$ cat src/rtl/jb_dl_dfe_car2ant_s2p.sv
`default_nettype none
// ============================================================================
// Module   : jb_dl_dfe_car2ant_s2p
// Purpose  : Serial-to-parallel antenna demux for one carrier on clk_4x.
//            Collects a TDM stream carrying one {Q,I} sample per antenna.
//            Each sample is tagged with its antenna index in s_tuser.
//            Emits one aligned vector of all antennas per complete frame.
// Ports    : clk_4x, resetn_4x       clock / async active-low reset
//            enable                  stream enable, low = synchronous flush
//            err_clr                 synchronous clear of err_cnt
//            s_tvalid/s_tdata/s_tuser/s_tready   TDM input (no backpressure)
//            m_tvalid/m_tdata        one-cycle frame pulse / parallel vector
//            locked, seq_err, err_cnt   sync status and error accounting
// Revision : 1.0 - initial release
// ============================================================================
module jb_dl_dfe_car2ant_s2p #(
  parameter int N_ANTENNAS  = 4,
  parameter int PRECISION   = 16,
  parameter int USR_ID_BW   = 2,
  parameter int GAP_TIMEOUT = 8
) (
  input  logic                              clk_4x,
  input  logic                              resetn_4x,
  input  logic                              enable,
  input  logic                              err_clr,
  input  logic                              s_tvalid,
  input  logic [2*PRECISION-1:0]            s_tdata,
  input  logic [USR_ID_BW-1:0]              s_tuser,
  output logic                              s_tready,
  output logic                              m_tvalid,
  output logic [N_ANTENNAS*2*PRECISION-1:0] m_tdata,
  output logic                              locked,
  output logic                              seq_err,
  output logic [15:0]                       err_cnt
);

  localparam int SW    = 2 * PRECISION;
  localparam int GAP_W = $clog2(GAP_TIMEOUT + 1);
  localparam logic [GAP_W-1:0]     GAP_LAST = GAP_W'(GAP_TIMEOUT - 1);
  localparam logic [USR_ID_BW-1:0] IDX_LAST = USR_ID_BW'(N_ANTENNAS - 1);

  typedef enum logic [0:0] {
    HUNT    = 1'b0,
    COLLECT = 1'b1
  } state_t;

  state_t                      state_q;
  logic [USR_ID_BW-1:0]        exp_idx_q;
  logic [GAP_W-1:0]            gap_cnt_q;
  logic [SW-1:0]               cap_q [N_ANTENNAS];
  logic                        m_tvalid_q;
  logic [N_ANTENNAS*SW-1:0]    m_tdata_q;
  logic                        locked_q;
  logic                        seq_err_q;
  logic [15:0]                 err_cnt_q;
  logic [15:0]                 err_cnt_d;
  logic                        w_err;

  // One error source per cycle at most: stray index while locked in HUNT,
  // out-of-order index in COLLECT, or the idle gap running out in COLLECT.
  assign w_err = enable && (
      (state_q == HUNT    &&  s_tvalid && s_tuser != '0 && locked_q) ||
      (state_q == COLLECT &&  s_tvalid && s_tuser != exp_idx_q)      ||
      (state_q == COLLECT && !s_tvalid && gap_cnt_q == GAP_LAST));

  // Clear wins over accumulation, but an error on the clear cycle still counts.
  always_comb begin
    err_cnt_d = err_cnt_q;
    if (enable) begin
      if (err_clr) begin
        err_cnt_d = w_err ? 16'd1 : 16'd0;
      end else if (w_err && err_cnt_q != 16'hFFFF) begin
        err_cnt_d = err_cnt_q + 16'd1;
      end
    end
  end

  always_ff @(posedge clk_4x or negedge resetn_4x) begin
    if (!resetn_4x) begin
      state_q    <= HUNT;
      exp_idx_q  <= '0;
      gap_cnt_q  <= '0;
      m_tvalid_q <= 1'b0;
      m_tdata_q  <= '0;
      locked_q   <= 1'b0;
      seq_err_q  <= 1'b0;
      err_cnt_q  <= '0;
      for (int k = 0; k < N_ANTENNAS; k++) begin
        cap_q[k] <= '0;
      end
    end else begin
      m_tvalid_q <= 1'b0;
      seq_err_q  <= w_err;
      err_cnt_q  <= err_cnt_d;
      if (!enable) begin
        state_q   <= HUNT;
        exp_idx_q <= '0;
        gap_cnt_q <= '0;
        locked_q  <= 1'b0;
      end else begin
        if (w_err) begin
          locked_q <= 1'b0;
        end
        case (state_q)
          HUNT: begin
            if (s_tvalid && s_tuser == '0) begin
              cap_q[0]  <= s_tdata;
              exp_idx_q <= USR_ID_BW'(1);
              gap_cnt_q <= '0;
              state_q   <= COLLECT;
            end
          end
          COLLECT: begin
            if (s_tvalid) begin
              gap_cnt_q <= '0;
              if (s_tuser == exp_idx_q) begin
                if (exp_idx_q == IDX_LAST) begin
                  // The last antenna bypasses the buffer straight to the output.
                  for (int k = 0; k < N_ANTENNAS - 1; k++) begin
                    m_tdata_q[k*SW +: SW] <= cap_q[k];
                  end
                  m_tdata_q[(N_ANTENNAS-1)*SW +: SW] <= s_tdata;
                  m_tvalid_q <= 1'b1;
                  locked_q   <= 1'b1;
                  exp_idx_q  <= '0;
                  state_q    <= HUNT;
                end else begin
                  cap_q[exp_idx_q] <= s_tdata;
                  exp_idx_q        <= exp_idx_q + 1'b1;
                end
              end else if (s_tuser == '0) begin
                // A misplaced antenna 0 is taken as the start of a fresh frame.
                cap_q[0]  <= s_tdata;
                exp_idx_q <= USR_ID_BW'(1);
              end else begin
                exp_idx_q <= '0;
                state_q   <= HUNT;
              end
            end else if (gap_cnt_q == GAP_LAST) begin
              exp_idx_q <= '0;
              gap_cnt_q <= '0;
              state_q   <= HUNT;
            end else begin
              gap_cnt_q <= gap_cnt_q + 1'b1;
            end
          end
          default: state_q <= HUNT;
        endcase
      end
    end
  end

  // No backpressure: ready simply follows reset.
  assign s_tready = resetn_4x;
  assign m_tvalid = m_tvalid_q;
  assign m_tdata  = m_tdata_q;
  assign locked   = locked_q;
  assign seq_err  = seq_err_q;
  assign err_cnt  = err_cnt_q;

endmodule
`default_nettype wire

$ cat config.mk
export PLATFORM = sky130hd
export DESIGN_NAME = jb_dl_dfe_car2ant_s2p
export DESIGN_NICKNAME = d
export VERILOG_FILES = /design/src/rtl/jb_dl_dfe_car2ant_s2p.sv
export SDC_FILE = /design/constraint.sdc
export NUM_CORES = 1
export LEC_CHECK = 0
export CAP_MARGIN = 15
export CORE_MARGIN = 2
export CORE_UTILIZATION = 35
export CTS_BUF_LIST = sky130_fd_sc_hd__clkbuf_8
export CTS_CLUSTER_SIZE = 24
export DETAILED_ROUTE_END_ITERATION = 12
export DONT_BUFFER_PORTS = 1
export GPL_TIMING_DRIVEN = 0
export PLACE_DENSITY = 0.47
export SKIP_CTS_REPAIR_TIMING = 1
export SLEW_MARGIN = 20
export SYNTH_ARGS = -nofsm -noshare
export SYNTH_HDL_FRONTEND = slang
export SYNTH_SLANG_ARGS = --single-unit
$ cat constraint.sdc
create_clock -name clk_4x -period 2.9 [get_ports clk_4x]
set_clock_uncertainty 0.2 [all_clocks]
set_input_delay 0.58 -clock clk_4x [delete_from_list [all_inputs] [get_ports clk_4x]]
set_output_delay 0.58 -clock clk_4x [all_outputs]
set_load 0.005 [all_outputs]
Yosys cells after proc, flatten, opt, wreduce, memory -nomap -nowiden
Index checks and enable logic that the tools add are counted.
{"block": "op_classes", "add_sub_neg": 3, "order_cmp": 2, "eq_ne": 11, "mux": 45, "n_bitwise": 3, "n_reduce_logical": 22}
{"op": "128-bit two-way mux", "n": 2}
{"op": "128-bit bitwise mux", "n": 1}
{"op": "32-bit two-way mux", "n": 4}
{"op": "96-bit two-way mux", "n": 1}
{"op": "32-bit demux with 2-bit select", "n": 1}
{"op": "32-bit case mux with 2 select lines", "n": 1}
{"op": "16-bit two-way mux", "n": 2}
{"op": "1-bit two-way mux", "n": 20}
{"op": "16-bit by 1-bit adder with 16-bit output (second input constant)", "n": 1}
{"op": "4-bit two-way mux", "n": 4}
{"op": "16-bit != test (second input constant)", "n": 1}
{"op": "5-bit AND reduction", "n": 3}
{"op": "2-bit two-way mux", "n": 6}
{"op": "1-bit logical AND", "n": 11}
{"op": "4-bit case mux with 2 select lines", "n": 1}
{"op": "4-bit by 1-bit adder with 4-bit output (second input constant)", "n": 1}
{"op": "4-bit by 3-bit equality test with 1-bit output (second input constant)", "n": 1}
{"op": "4-bit by 3-bit != test with 1-bit output (second input constant)", "n": 1}
{"op": "2-bit case mux with 2 select lines", "n": 1}
{"op": "2-bit AND reduction", "n": 2}
{"op": "2-bit nonzero test", "n": 2}
{"op": "3-bit >= comparator (second input constant)", "n": 1}
{"op": "3-bit by 1-bit less-than comparator with 1-bit output (second input constant)", "n": 1}
{"op": "3-bit by 1-bit != test with 1-bit output (second input constant)", "n": 1}
{"op": "other kinds (14)", "n": 16}
{"block": "totals", "register_bits": 282, "output_inout_bits": 148, "elab_cells": 98}

Logic depth before layout (Yosys ltp)
{"block": "depth", "depth_word": 13, "ltp_mapped": 9, "mapped_depth_nobuf": 7}

Worst setup path before layout
OpenSTA, ideal clock, no wires.
{"block": "synth_timing", "path_type": "in2reg", "startpoint": "input port s_tuser[0]", "endpoint": "register cap_q[44] (netlist bit)", "setup_ps": 125, "t_arrival_ps": 2008, "required_ps": 2575, "setup_slack_ps": 567, "cell_stages": 7, "path_buffers": 2, "cell_sequence": "xnor2_1 -> nand3_1 -> nor2_1 -> and3b_1 -> clkbuf_1 -> buf_2 -> mux2_2"}
{"block": "synth_between", "elab_chain_cells": 2}
{"item": "from (decl)", "line": "28", "text": "input logic [USR_ID_BW-1:0] s_tuser,"}
{"item": "2-bit equality test", "line": "116", "text": "if (s_tuser == exp_idx_q) begin"}
{"item": "5-bit AND reduction (no line)"}
{"item": "to (signal, indexed assignment)", "line": "128", "text": "cap_q[exp_idx_q] <= s_tdata;"}
{"item": "to (decl)", "line": "50", "text": "logic [SW-1:0] cap_q [N_ANTENNAS];"}
No other way between the ends.
A chain may end at the register's enable or synchronous reset.

Worst setup path after layout
{"block": "layout_timing", "startpoint": "register exp_idx_q[1]", "endpoint": "register cap_q[58] (netlist bit)"}
{"block": "layout_between", "elab_chain_cells": 6}
{"item": "from (decl)", "line": "48", "text": "logic [USR_ID_BW-1:0] exp_idx_q;"}
{"item": "from (signal assigned)", "line": "129", "text": "exp_idx_q <= exp_idx_q + 1'b1;"}
{"item": "2-bit NOT with 3-bit output (implied by the code)", "line": "128"}
{"item": "3-bit >= comparator (implied by the code) / 3-bit by 1-bit less-than comparator with 1-bit output (equally long branches)", "line": "128"}
{"item": "1-bit logical AND (implied by the code)", "line": "128"}
{"item": "32-bit two-way mux (implied by the code)", "line": "128"}
{"item": "32-bit demux with 2-bit select", "line": "128"}
{"item": "128-bit bitwise mux", "line": "128"}
Parallel ways exist; a longest one is shown, timed or not.

==> metrics.csv <==
metric;value;unit
routed_wire_length_per_instance;20.3;µm
synth_top_cells_by_area;sky130_fd_sc_hd__dfrtp_1 63%, sky130_fd_sc_hd__mux2_2 21%, sky130_fd_sc_hd__nand2_1 3.3%;
cts-root-buf;sky130_fd_sc_hd__clkbuf_8;
clock_tree.htree_level_count;2;
maxClockFrequency;373;MHz
synthDominantAreaCellType;sky130_fd_sc_hd__dfrtp_1;
io-pin-count;187;
vdd_drop_max;0.283;mV
p_per_area;610;mW/mm²
clock_tree_from_tritoncts;yes;
run_status;complete, but fails checks;
chipHeight;173;µm
critical_path.max_stage_delay;460;ps
synthCells;740;
leakagePower;5.85;nW
post_route_cells_drive_above_1_share;32.4;%
post_synthesis_sequential_area_ratio;62.6;%
cts_num_sinks;250;
synth-seq-cells;250;
detailed_place_hpwl;16.2;mm
data_arrival_critical_path;2890;ps
hold_path.class;primary input to async pin;
synth_enable_flop_cells;0;
finish.net_count;863;
detail_route.vias_per_cell;5.08;
critical_path.startpoint_type;flop;
crit_required;3110;ps
final_period_util;92.5;%
cts_max_path_buffers;3;
critPathMaxFanout;10;
tightestPinTransition;1040;ps
synthesis.yosys.warnings;0;
async_reset_ff_share;100;%
max-slew-margin-rel;30.9;%
hold_ws;-462;ps
gp_congestion;0.800;
failing_checks;negative hold slack;
switching_share;22.9;%
dr.first_iter.drc_count;246;
maxCapViolations;0;
rsz_0062_raised_after_global_routing;no;
place_worst_setup_slack;-82.4;ps
power_frac_seq;52.6;%
design.die.area;0.0299;mm²
postPlaceCellArea;0.0105;mm²
antenna_found_initial;2;
firstDrtPassIters;4;
global_route_wire_length_before_repair;39.1;mm
synth.cell_area;0.0100;mm²
numCtsBuffers;44;
totalWireLength;24.8;mm
combPwrFrac;4.0;%
stdcell_area;0.0117;mm²
buffer_ports.inserted;0;
overflow;0;
crit_type;flop to flop;
worstRegToRegCells;7;
first_global_vias;6561;
floorplan.initialDensity;35.8;%
postSynth.topFlopCell;sky130_fd_sc_hd__dfrtp_1;
core.rowCount;61;
finalWorstPathRequiredPeriod;2680;ps
drc;0;
synth_cell_types;47;
die_w;173;µm
detailroute.via_count;6198;
p_clk_share;43.4;%
fp.coreArea;0.0279;mm²
critical_path.endpoint_type;flop;
layout-area-overhead-vs-synth;16.6;%
drtAntennaViolNets;0;
clk_pin_slew_worst_paths;60;ps
finalHoldViolations;251;
timing.critical_path.cells;xnor2_2 > nand3_1 > nor2_1 > and3b_1 > clkbuf_1 > buf_2 > mux2_2;
report.power.total;7.12;mW
totalNegativeSetupSlack;0;ps
grt.total_usage;16.5;%
postSynthNetCount;785;
synth_largest_type_area_fraction;62.6;%
crit_slowest_cell;sky130_fd_sc_hd__dfrtp_1;
power_switching;1.63;mW
finalSetupViolations;0;
postLayoutSetupSlackWorst;219;ps
postSynthAreaPerCell;13.5;µm²
timing_max_transition_violations_final;0;
p_int;5.49;mW
grt_max_degree;252;
clk_latency;540;ps
==> per-stage QoR <==
stage / utilization (%) / instances
final: 41.8 / 1221
after global routing: 41.8 / 1221
after CTS: 40.4 / 1188
after detailed placement: 37.5 / 1118
after global placement: 37.5 / 1118
after floorplan: - / 740
==> cells by family after synthesis <==
group	Yosys count	share of synthesized area (%)
AOI/OAI and AO/OA	73	4.67
xor gates and xnor gates	2	0.175
adders and majority gates	6	0.751
buffers and inverters	53	2.31
DFF	250	62.6
muxes	196	22.0
and+or+nand+nor	160	7.52
==> worst paths after layout <==
kind | slack (ps) | start | end
worst max-delay path | 220 | exp_idx_q[1]$_DFFE_PN0P_ | cap_q[58]$_DFFE_PN0P_
worst min-delay path | -460 | resetn_4x | err_cnt[6]$_DFFE_PN0P_
worst max register to register | 220 | exp_idx_q[1]$_DFFE_PN0P_ | cap_q[58]$_DFFE_PN0P_
worst min register to register | 280 | cap_q[96]$_DFFE_PN0P_ | cap_q[96]$_DFFE_PN0P_
max in group asynchronous | 2100 | resetn_4x | cap_q[77]$_DFFE_PN0P_
min in group clk_4x | -10 | s_tdata[28] | cap_q[124]$_DFFE_PN0P_
==> final cells by class <==
cell class	instances	area, µm²
antenna	1	2.50
inverter	10	37.5
tap	378	473
buffer	42	211
fill	2639	16300
sequential	250	6260
timing repair buffer	33	330
clock inverter	17	95.1
clock buffer	53	729
multi-input combinational	437	3530
==> layer usage <==
layer / global-route usage (%) / vias up / part of all wire (%)
met5: 0 / - / 0.052
met4: 4.80 / 2 / 2.0
met3: 6.62 / 43 / 8.7
met2: 26.8 / 184 / 48
met1: 20.3 / 3199 / 41
li1: - / 2770 / -
==> cell usage after synthesis (2+ instances only) <==
library cell / n
sky130_fd_sc_hd__a311o_1: 2
sky130_fd_sc_hd__xnor2_1: 2
sky130_fd_sc_hd__nand2b_1: 6
sky130_fd_sc_hd__o21ai_0: 38
sky130_fd_sc_hd__nand4_1: 9
sky130_fd_sc_hd__o311a_1: 2
sky130_fd_sc_hd__or3_1: 3
sky130_fd_sc_hd__mux2_2: 188
sky130_fd_sc_hd__a21oi_1: 7
sky130_fd_sc_hd__clkbuf_1: 19
sky130_fd_sc_hd__dfrtp_1: 250
sky130_fd_sc_hd__a21o_1: 4
sky130_fd_sc_hd__a221o_1: 3
sky130_fd_sc_hd__inv_1: 10
sky130_fd_sc_hd__nand3_1: 11
sky130_fd_sc_hd__buf_2: 23
sky130_fd_sc_hd__o211ai_1: 2
sky130_fd_sc_hd__o211a_1: 2
sky130_fd_sc_hd__nor4_1: 3
sky130_fd_sc_hd__o31ai_1: 3
sky130_fd_sc_hd__or4_1: 6
sky130_fd_sc_hd__nand2_1: 89
sky130_fd_sc_hd__nor3_1: 8
sky130_fd_sc_hd__and3b_1: 2
sky130_fd_sc_hd__ha_1: 6
sky130_fd_sc_hd__nor2_1: 14
sky130_fd_sc_hd__o311ai_0: 2
sky130_fd_sc_hd__mux2i_1: 4
sky130_fd_sc_hd__mux2_1: 4
==> power groups by stage <==
stage               registers (mW)  clock network [mW]  logic, mW
floorplan                     3.77                   0      0.178
global placement              3.80                   0      0.210
detailed placement            3.81                   0      0.224
CTS                           3.75                3.22      0.224
global route                  3.77                3.40      0.324
finish                        3.75                3.09      0.283
==> registers in the layout (all words and copies together) (netlist names) <==
name and flops:
m_tdata 128, seq_err 1, locked 1, exp_idx_q 2, m_tvalid 1, state_q 1, cap_q 96, err_cnt 16
gap_cnt_q 4
==> worst max-delay path: cells and delay by family (launching register included) <==
kind	cells	cell delay [ps]
xor gates and xnor gates	1	270
and+or+nand+nor	3	580
muxes	1	380
buffers and inverters	2	640
DFF	1	460
==> placed cells by master, fill, tap and decap left out, drive strengths merged, types with 7 or more instances in the layout <==
cell,Yosys,final
dfrtp,250,250
mux2,192,192
nand2,89,89
clkbuf,19,79
o21ai,38,38
dlygate4sd3,0,33
inv,10,26
buf,24,16
nor2,14,14
nand3,11,11
nand4,9,9
nor3,8,8
a21oi,7,7
(Power assumes the default switching activity.)
